--- src/rtl/sram_axi_bridge.sv ---
// Bridges the CPU's sram-like fetch and data ports onto single-beat AXI reads/writes.
// One AXI transaction is outstanding at a time. Data accesses win over fetches.
module sram_axi_bridge #(
    parameter logic INST_ID = 1'b0,
    parameter logic DATA_ID = 1'b1
) (
    input  logic        clk,
    input  logic        rst,
    input  logic        inst_en,
    input  logic [31:0] inst_addr,
    output logic [31:0] inst_rdata,
    input  logic        data_en,
    input  logic [3:0]  data_wen,
    input  logic [31:0] data_addr,
    input  logic [31:0] data_wdata,
    output logic [31:0] data_rdata,
    input  logic        pipe_hold,
    output logic        ext_stall,
    output logic        arid,
    output logic [31:0] araddr,
    output logic [2:0]  arsize,
    output logic        arvalid,
    input  logic        arready,
    input  logic        rid,
    input  logic [31:0] rdata,
    input  logic        rvalid,
    output logic        rready,
    output logic [31:0] awaddr,
    output logic [2:0]  awsize,
    output logic        awvalid,
    input  logic        awready,
    output logic [31:0] wdata,
    output logic [3:0]  wstrb,
    output logic        wvalid,
    input  logic        wready,
    input  logic        bvalid,
    output logic        bready
);

    typedef enum logic [2:0] {IDLE, D_AR, D_R, D_W, D_B, I_AR, I_R} state_t;

    state_t      state_q, state_d;
    logic        inst_ok_q, inst_ok_d;
    logic        data_ok_q, data_ok_d;
    logic [31:0] inst_rdata_q, inst_rdata_d;
    logic [31:0] data_rdata_q, data_rdata_d;
    logic [31:0] addr_q, addr_d;
    logic [31:0] wdata_q, wdata_d;
    logic [3:0]  wstrb_q, wstrb_d;
    logic        aw_done_q, aw_done_d;
    logic        w_done_q, w_done_d;

    // kseg0/kseg1 fold onto the low 512 MB; everything else is identity mapped.
    function automatic logic [31:0] map_addr(input logic [31:0] va);
        logic [31:0] pa;
        pa = va;
        if (va[31:29] == 3'b100 || va[31:29] == 3'b101) begin
            pa = {3'b000, va[28:0]};
        end
        return pa;
    endfunction

    function automatic logic [2:0] size_of(input logic [3:0] wen);
        logic [2:0] sz;
        case (wen)
            4'b0011, 4'b1100:                   sz = 3'd1;
            4'b0001, 4'b0010, 4'b0100, 4'b1000: sz = 3'd0;
            default:                            sz = 3'd2;
        endcase
        return sz;
    endfunction

    assign ext_stall  = (inst_en & ~inst_ok_q) | (data_en & ~data_ok_q);
    assign inst_rdata = inst_rdata_q;
    assign data_rdata = data_rdata_q;

    always_comb begin
        state_d      = state_q;
        inst_ok_d    = inst_ok_q;
        data_ok_d    = data_ok_q;
        inst_rdata_d = inst_rdata_q;
        data_rdata_d = data_rdata_q;
        addr_d       = addr_q;
        wdata_d      = wdata_q;
        wstrb_d      = wstrb_q;
        aw_done_d    = aw_done_q;
        w_done_d     = w_done_q;
        arid         = INST_ID;
        araddr       = addr_q;
        arsize       = 3'd2;
        arvalid      = 1'b0;
        rready       = 1'b0;
        awaddr       = addr_q;
        awsize       = size_of(wstrb_q);
        awvalid      = 1'b0;
        wdata        = wdata_q;
        wstrb        = wstrb_q;
        wvalid       = 1'b0;
        bready       = 1'b0;

        // The pipeline advanced this cycle, so the completed requests are consumed.
        if (!ext_stall && !pipe_hold) begin
            inst_ok_d = 1'b0;
            data_ok_d = 1'b0;
        end

        case (state_q)
            IDLE: begin
                if (data_en && !data_ok_q) begin
                    addr_d    = map_addr(data_addr);
                    wdata_d   = data_wdata;
                    wstrb_d   = data_wen;
                    aw_done_d = 1'b0;
                    w_done_d  = 1'b0;
                    state_d   = (data_wen != 4'b0000) ? D_W : D_AR;
                end else if (inst_en && !inst_ok_q) begin
                    addr_d  = map_addr(inst_addr);
                    state_d = I_AR;
                end
            end
            D_AR: begin
                arvalid = 1'b1;
                arid    = DATA_ID;
                if (arready) state_d = D_R;
            end
            I_AR: begin
                arvalid = 1'b1;
                arid    = INST_ID;
                if (arready) state_d = I_R;
            end
            D_R: begin
                rready = 1'b1;
                if (rvalid && rid == DATA_ID) begin
                    // A request withdrawn mid-flight drops its result.
                    if (data_en) begin
                        data_rdata_d = rdata;
                        data_ok_d    = 1'b1;
                    end
                    state_d = IDLE;
                end
            end
            I_R: begin
                rready = 1'b1;
                if (rvalid && rid == INST_ID) begin
                    if (inst_en) begin
                        inst_rdata_d = rdata;
                        inst_ok_d    = 1'b1;
                    end
                    state_d = IDLE;
                end
            end
            D_W: begin
                awvalid   = ~aw_done_q;
                wvalid    = ~w_done_q;
                aw_done_d = aw_done_q | awready;
                w_done_d  = w_done_q | wready;
                if (aw_done_d && w_done_d) state_d = D_B;
            end
            D_B: begin
                bready = 1'b1;
                if (bvalid) begin
                    if (data_en) data_ok_d = 1'b1;
                    state_d = IDLE;
                end
            end
            default: state_d = IDLE;
        endcase
    end

    always_ff @(posedge clk) begin
        if (!rst) begin
            state_q      <= IDLE;
            inst_ok_q    <= 1'b0;
            data_ok_q    <= 1'b0;
            inst_rdata_q <= 32'h0;
            data_rdata_q <= 32'h0;
            addr_q       <= 32'h0;
            wdata_q      <= 32'h0;
            wstrb_q      <= 4'h0;
            aw_done_q    <= 1'b0;
            w_done_q     <= 1'b0;
        end else begin
            state_q      <= state_d;
            inst_ok_q    <= inst_ok_d;
            data_ok_q    <= data_ok_d;
            inst_rdata_q <= inst_rdata_d;
            data_rdata_q <= data_rdata_d;
            addr_q       <= addr_d;
            wdata_q      <= wdata_d;
            wstrb_q      <= wstrb_d;
            aw_done_q    <= aw_done_d;
            w_done_q     <= w_done_d;
        end
    end

endmodule
--- config.mk ---
export PLATFORM = sky130hd
export DESIGN_NAME = sram_axi_bridge
export DESIGN_NICKNAME = d
export VERILOG_FILES = /design/src/rtl/sram_axi_bridge.sv
export SDC_FILE = /design/constraint.sdc
export NUM_CORES = 1
export LEC_CHECK = 0
export BUFFER_PORTS_ARGS = -buffer_cell sky130_fd_sc_hd__buf_2
export CAP_MARGIN = 10
export CORE_MARGIN = 10
export CORE_UTILIZATION = 40
export DETAILED_ROUTE_END_ITERATION = 8
export PLACE_DENSITY = 0.73
export SLEW_MARGIN = 20
export SYNTH_ARGS = -nofsm -noshare
export SYNTH_HDL_FRONTEND = slang
export SYNTH_SLANG_ARGS = --single-unit
--- constraint.sdc ---
create_clock -name clk -period 4.35 [get_ports clk]
set_clock_uncertainty 0.05 [all_clocks]
set_input_delay 0.2175 -clock clk [delete_from_list [all_inputs] [get_ports clk]]
set_output_delay 0.2175 -clock clk [all_outputs]
set_load 0.05 [all_outputs]
# Word level (Yosys, flattened, before mapping)
# Index checks and enable logic that the tools add are counted.
[totals]
register_bits = 139
inputBits = 143
word_cells = 103
[op_classes]
n_eq_ne = 24
mux = 33
n_bitwise = 10
reduce_logical = 26
[ops]
columns = ["cell", "n"]
rows = [
  ["32-bit two-way mux", 4],
  ["3-bit two-way mux", 8],
  ["3-bit equality test (second input constant)", 7],
  ["3-bit one-hot mux with 7 select lines", 1],
  ["1-bit two-way mux", 15],
  ["2-bit inequality test (second input constant)", 7],
  ["4-bit by 2-bit equality test with 1-bit output (second input constant)", 2],
  ["4-bit equality test (second input constant)", 2],
  ["7-bit AND reduction", 1],
  ["3-bit by 2-bit equality test with 1-bit output (second input constant)", 2],
  ["1-bit logical AND", 6],
  ["1-bit one-hot mux with 2 select lines", 3],
  ["2-bit AND reduction", 3],
  ["3-bit AND reduction", 2],
  ["2-bit OR reduction", 3],
  ["1-bit inverter", 5],
  ["4-bit by 1-bit equality test with 1-bit output (second input constant)", 1],
  ["4-bit by 3-bit equality test with 1-bit output (second input constant)", 1],
  ["1-bit logical NOT", 4],
  ["2-bit one-hot mux with 2 select lines", 1],
  ["2-bit nonzero test", 2],
  ["4-bit nonzero test", 1],
  ["4-bit OR reduction", 1],
  ["3-bit by 1-bit equality test with 1-bit output (second input constant)", 1],
  ["6 further kinds", 10],
]

# Longest topological paths before layout
[depth]
word_depth = 9
mapped_depth = 7

# Worst setup path before layout
# No wires, ideal clock.
[synth_timing]
path_kind = "register to output"
from = "reg wstrb_q[3], in the netlist wstrb[3]"
to = "out awsize[1]"
t_arrival_ns = 1.653
required_ns = 4.083
path_slack_ns = 2.429
path_stages_with_launch = 3
path_buffers = 0
cell_sequence = "dfxtp_1 > nor2_1 > xnor2_1"
[synth_between]
elab_chain_cells = 3
[synth_lines]
columns = ["item", "line_no", "source"]
rows = [
  ["from (decl)", "49", "logic [3:0] wstrb_q, wstrb_d;"],
  ["from (signal assigned)", "190", "wstrb_q <= wstrb_d;"],
  ["4-bit by 1-bit equality test with 1-bit output, or another cell as far along", "65", "case (wen)"],
  ["4-bit OR reduction or 2-bit OR reduction (tied branches)", "65", ""],
  ["2-bit one-hot mux with 2 select lines *", "65", ""],
  ["to (decl)", "29", "output logic [2:0] awsize,"],
]
# Every way passes the cells marked *; elsewhere a longest branch is shown, timed or not.

# Worst setup path in the final report
[layout_timing]
from = "reg state_q[2]"
to = "reg addr_q[10], in the netlist araddr[10]"
[layout_between]
elab_chain_cells = 2
[layout_lines]
columns = ["item", "line_no", "source"]
rows = [
  ["from (decl)", "42", "state_t state_q, state_d;"],
  ["from (signal assigned)", "183", "state_q <= state_d;"],
  ["3-bit logical NOT", "107", "case (state_q)"],
  ["2-bit AND reduction (no source line)", "-", ""],
  ["to (signal assigned)", "188", "addr_q <= addr_d;"],
  ["to (decl)", "47", "logic [31:0] addr_q, addr_d;"],
]
# Every way passes these cells.
# A chain may end at the register's enable or synchronous reset.

==> run summary <==
At the worst endpoint, the arrival time is roughly 3.0 ns. The worst-margin pin slew is ~0.70 ns. Once detail routing completed, the nets flagged for antenna violations numbered 0. Hold timing on the final database bottoms out at a slack of around 0.016 ns. By area, the combinational part of the netlist is dominated by simple AND/OR/NAND/NOR gates.

The standard-cell row count is 43. The flow ran to the end, and the final reports show no timing, DRC or antenna violations. The core area came out at roughly 0.014 mm2.

The maximum fanout along the worst path came out at 57. The clock latency of the later-clocked register in the worst-skew pair is 0.41 ns. The worst setup path is captured at a register. Subtracting the final worst setup slack from the clock period gives between 2 and 3 ns. The worst setup slack for register-to-register paths came out at approximately 1.6 ns. The vertical die dimension came out at ~140 um. The half-perimeter wire length after placement came out at about 15000 um. The critical path is of the register to register type.

The layout has between 1000 and 1500 filler cells. The sum of overflow across all layers after global routing is 0. The number of distinct standard cells referenced by the synthesized netlist is 39. The number of violations reported at the end of detailed-routing iteration 0 is ~400. Setup repair after global routing left no endpoint under its margin.

The mean area per synthesized cell came out at 7.91 um2. The minimum setup slack after placement is ~2.1 ns. Setup total negative slack on the finished layout was measured at 0 ns. The pin count of the biggest net entering global routing came out at 68. The xor/xnor cell area share of the yosys netlist is 0.00153. The maximum operating frequency is approximately 370 MHz. Of the total synthesized cell area, the portion taken by full adders, half adders and majority gates is 0. For the worst setup path, the data required time is 4.65 ns. The number of port buffers is between 300 and 400. Clock tree synthesis inserted a total of 17 buffers. The count of pins on the block boundary is between 300 and 400.

The die is 140 um wide. Of the total synthesized cell area, the portion taken by AND, OR, NAND and NOR gates is 0.233. The most common library cell in the layout ignoring fill and taps is sky130_fd_sc_hd__buf_2.

STA classifies the critical path startpoint as a register. The root buffer cell chosen for the clock tree is sky130_fd_sc_hd__clkbuf_16. The number of levels in the clock H-tree came out at 4.

The global routing usage summed across all routing layers is 0.206. The number of antenna violations at the first check in global routing is 5. The max-slew violation count came to 0.

For this run, design rule violations remaining after detail routing come to 0. The post-route worst setup slack came out at between 1.5 and 2 ns. The area of the mapped netlist is 0.00573 mm2.

The total number of clock tree sinks is between 100 and 150. The average vias per placed instance came out at roughly 5. The number of endpoints failing setup at the final stage is 0. After synthesis, the share of flip-flops with an asynchronous set or reset is 0. The routed design has around 21000 um of wire. The final design instance area without fill came out at 0.00834 mm2. The fraction of the yosys area taken by sequential cells came out at 0.486.

The number of enable flip-flop cells after synthesis is 0. The number of buffers on the longest clock path is 2. The area fraction in compound gates after synthesis is 0.182. The initial utilization of the core area, before any placement, comes to 0.411.

The register bit total from synthesis came out at ~140. The max-capacitance violation count is 0. The period utilization is 0.627. The worst-case IR drop observed on VDD is roughly 0.0005 V. The number of warnings printed during yosys synthesis came out at 0. The die area is between 0.015 and 0.02 mm2. The share of final-layout standard cells stronger than drive strength 1 came out at 0.362. The first-pass GRT wire length came out at about 33000 um. The total design power is between 5 and 6 mW.

The count of final hold-check violations came to 0. The routability congestion estimate from global placement came out at slightly below 0.9. The library cells used most frequently in the layout, excluding fill and tap cells, are sky130_fd_sc_hd__buf_2, sky130_fd_sc_hd__nand2_1, sky130_fd_sc_hd__dfxtp_1. The analysis attributes to cell leakage a power of 3.86 nW.

Measured against the total synthesized area, the mux share comes to 0.00175. In this run the cell area measured after placement is roughly 0.0071 mm2. The total iterations of the first detailed-routing run is 5. In the synthesized netlist the dominant register cell turns out to be sky130_fd_sc_hd__dfxtp_1. The number of global-route vias before repair is approximately 6000. The area growth from synthesis to layout came out at 45.6%.

The number of standard cells after synthesis is about 720. The max-slew headroom at the worst pin is 0.532. TritonCTS built the clock tree.

Dividing the detail-routed wire length by the instance count gives approximately 17 um. The via count is around 6100. The total power per unit cell area is between 600 and 700 mW/mm2. The worst hold path belongs to the class input pin to register. After clock tree synthesis, the clock-pin slew on the worst setup and hold paths is around 0.060 ns. The net count of the finished layout is about 1200.
==> power breakdown <==
part           switching, mW  total (mW)  internal, mW
Combinational           2.10        2.74         0.642
Sequential             0.179        1.69          1.51
Clock                  0.557        1.34         0.786
==> through the flow <==
stage / util / cells
detailed placement: 0.510 / 1142
finish: 0.599 / 1245
global placement: 0.510 / 1142
global route: 0.599 / 1245
floorplan: - / 726
CTS: 0.597 / 1240
==> metal layers <==
metal  track usage  up-vias  share of wire
li1              -     3002              -
met1         0.220     2750           0.37
met2         0.352      292           0.51
met3        0.0963       30           0.10
met4        0.0652        2          0.017
met5             0        -        0.00062
==> synth_stat cells (3+ instances only) <==
cell type                  number  share of area
sky130_fd_sc_hd__a21oi_1      104          0.091
sky130_fd_sc_hd__a311oi_1      11          0.017
sky130_fd_sc_hd__a311oi_2      20          0.052
sky130_fd_sc_hd__buf_2         16          0.014
sky130_fd_sc_hd__buf_4         40          0.052
sky130_fd_sc_hd__buf_6          3         0.0059
sky130_fd_sc_hd__clkbuf_1      30          0.020
sky130_fd_sc_hd__dfxtp_1      139           0.49
sky130_fd_sc_hd__inv_1          4         0.0026
sky130_fd_sc_hd__nand2_1      269           0.18
sky130_fd_sc_hd__nand2b_1       6         0.0066
sky130_fd_sc_hd__nand3_1        4         0.0035
sky130_fd_sc_hd__nor2_1        41          0.027
sky130_fd_sc_hd__o21ai_0        3         0.0026
sky130_fd_sc_hd__or3_1          3         0.0033
==> final cells by class <==
type | count | area, um2 | area share
Timing Repair Buffer | 392 | 2320 | 0.278
Clock buffer | 18 | 429 | 0.0514
Tap cell | 180 | 225 | 0.0270
Multi-Input combinational cell | 494 | 2440 | 0.292
Inverter | 4 | 17.5 | 0.00210
Clock inverter | 14 | 121 | 0.0145
Sequential cell | 139 | 2780 | 0.333
Antenna cell | 4 | 10.0 | 0.00120
==> sequential cells by signal, summed over array words and instances, names as in the netlist <==
| signal | count |
|---|---|
| araddr | 32 |
| aw_done_q | 1 |
| data_ok_q | 1 |
| data_rdata | 32 |
| inst_ok_q | 1 |
| inst_rdata | 32 |
| state_q | 3 |
| w_done_q | 1 |
| wdata | 32 |
| wstrb | 4 |
==> critical path: stages, from the launching register on <==
cell and delay (ns):
sky130_fd_sc_hd__dfxtp_1 0.42, sky130_fd_sc_hd__or3_4 0.41, sky130_fd_sc_hd__a21oi_4 0.26, sky130_fd_sc_hd__buf_4 0.59, sky130_fd_sc_hd__nor2_1 0.09, sky130_fd_sc_hd__a311oi_1 0.24
sky130_fd_sc_hd__dlygate4sd3_1 0.58
==> path summary, 6_finish.rpt <==
| path | from | end | cells past startpoint |
|---|---|---|---|
| min reg2reg | data_rdata[2] | data_rdata[2] | 2 |
| min | rdata[28] | inst_rdata[28] | 3 |
| max reg2reg | state_q[2] | araddr[10] | 6 |
| max | state_q[2] | araddr[10] | 6 |
==> logic make-up after synthesis <==
group / after synthesis
other: 2
and+or+nand+nor: 336
xor gates and xnor gates: 1
AOI/OAI and AO/OA: 152
DFF: 139
buffers and inverters: 93
muxes: 1
==> repair_timing <==
item,CTS,global route
resized for setup,0,0
setup buffers,0,0
hold buffers,66,1
endpoints found under the hold margin,86,2
No activity file was read; power rests on OpenSTA's default activity.
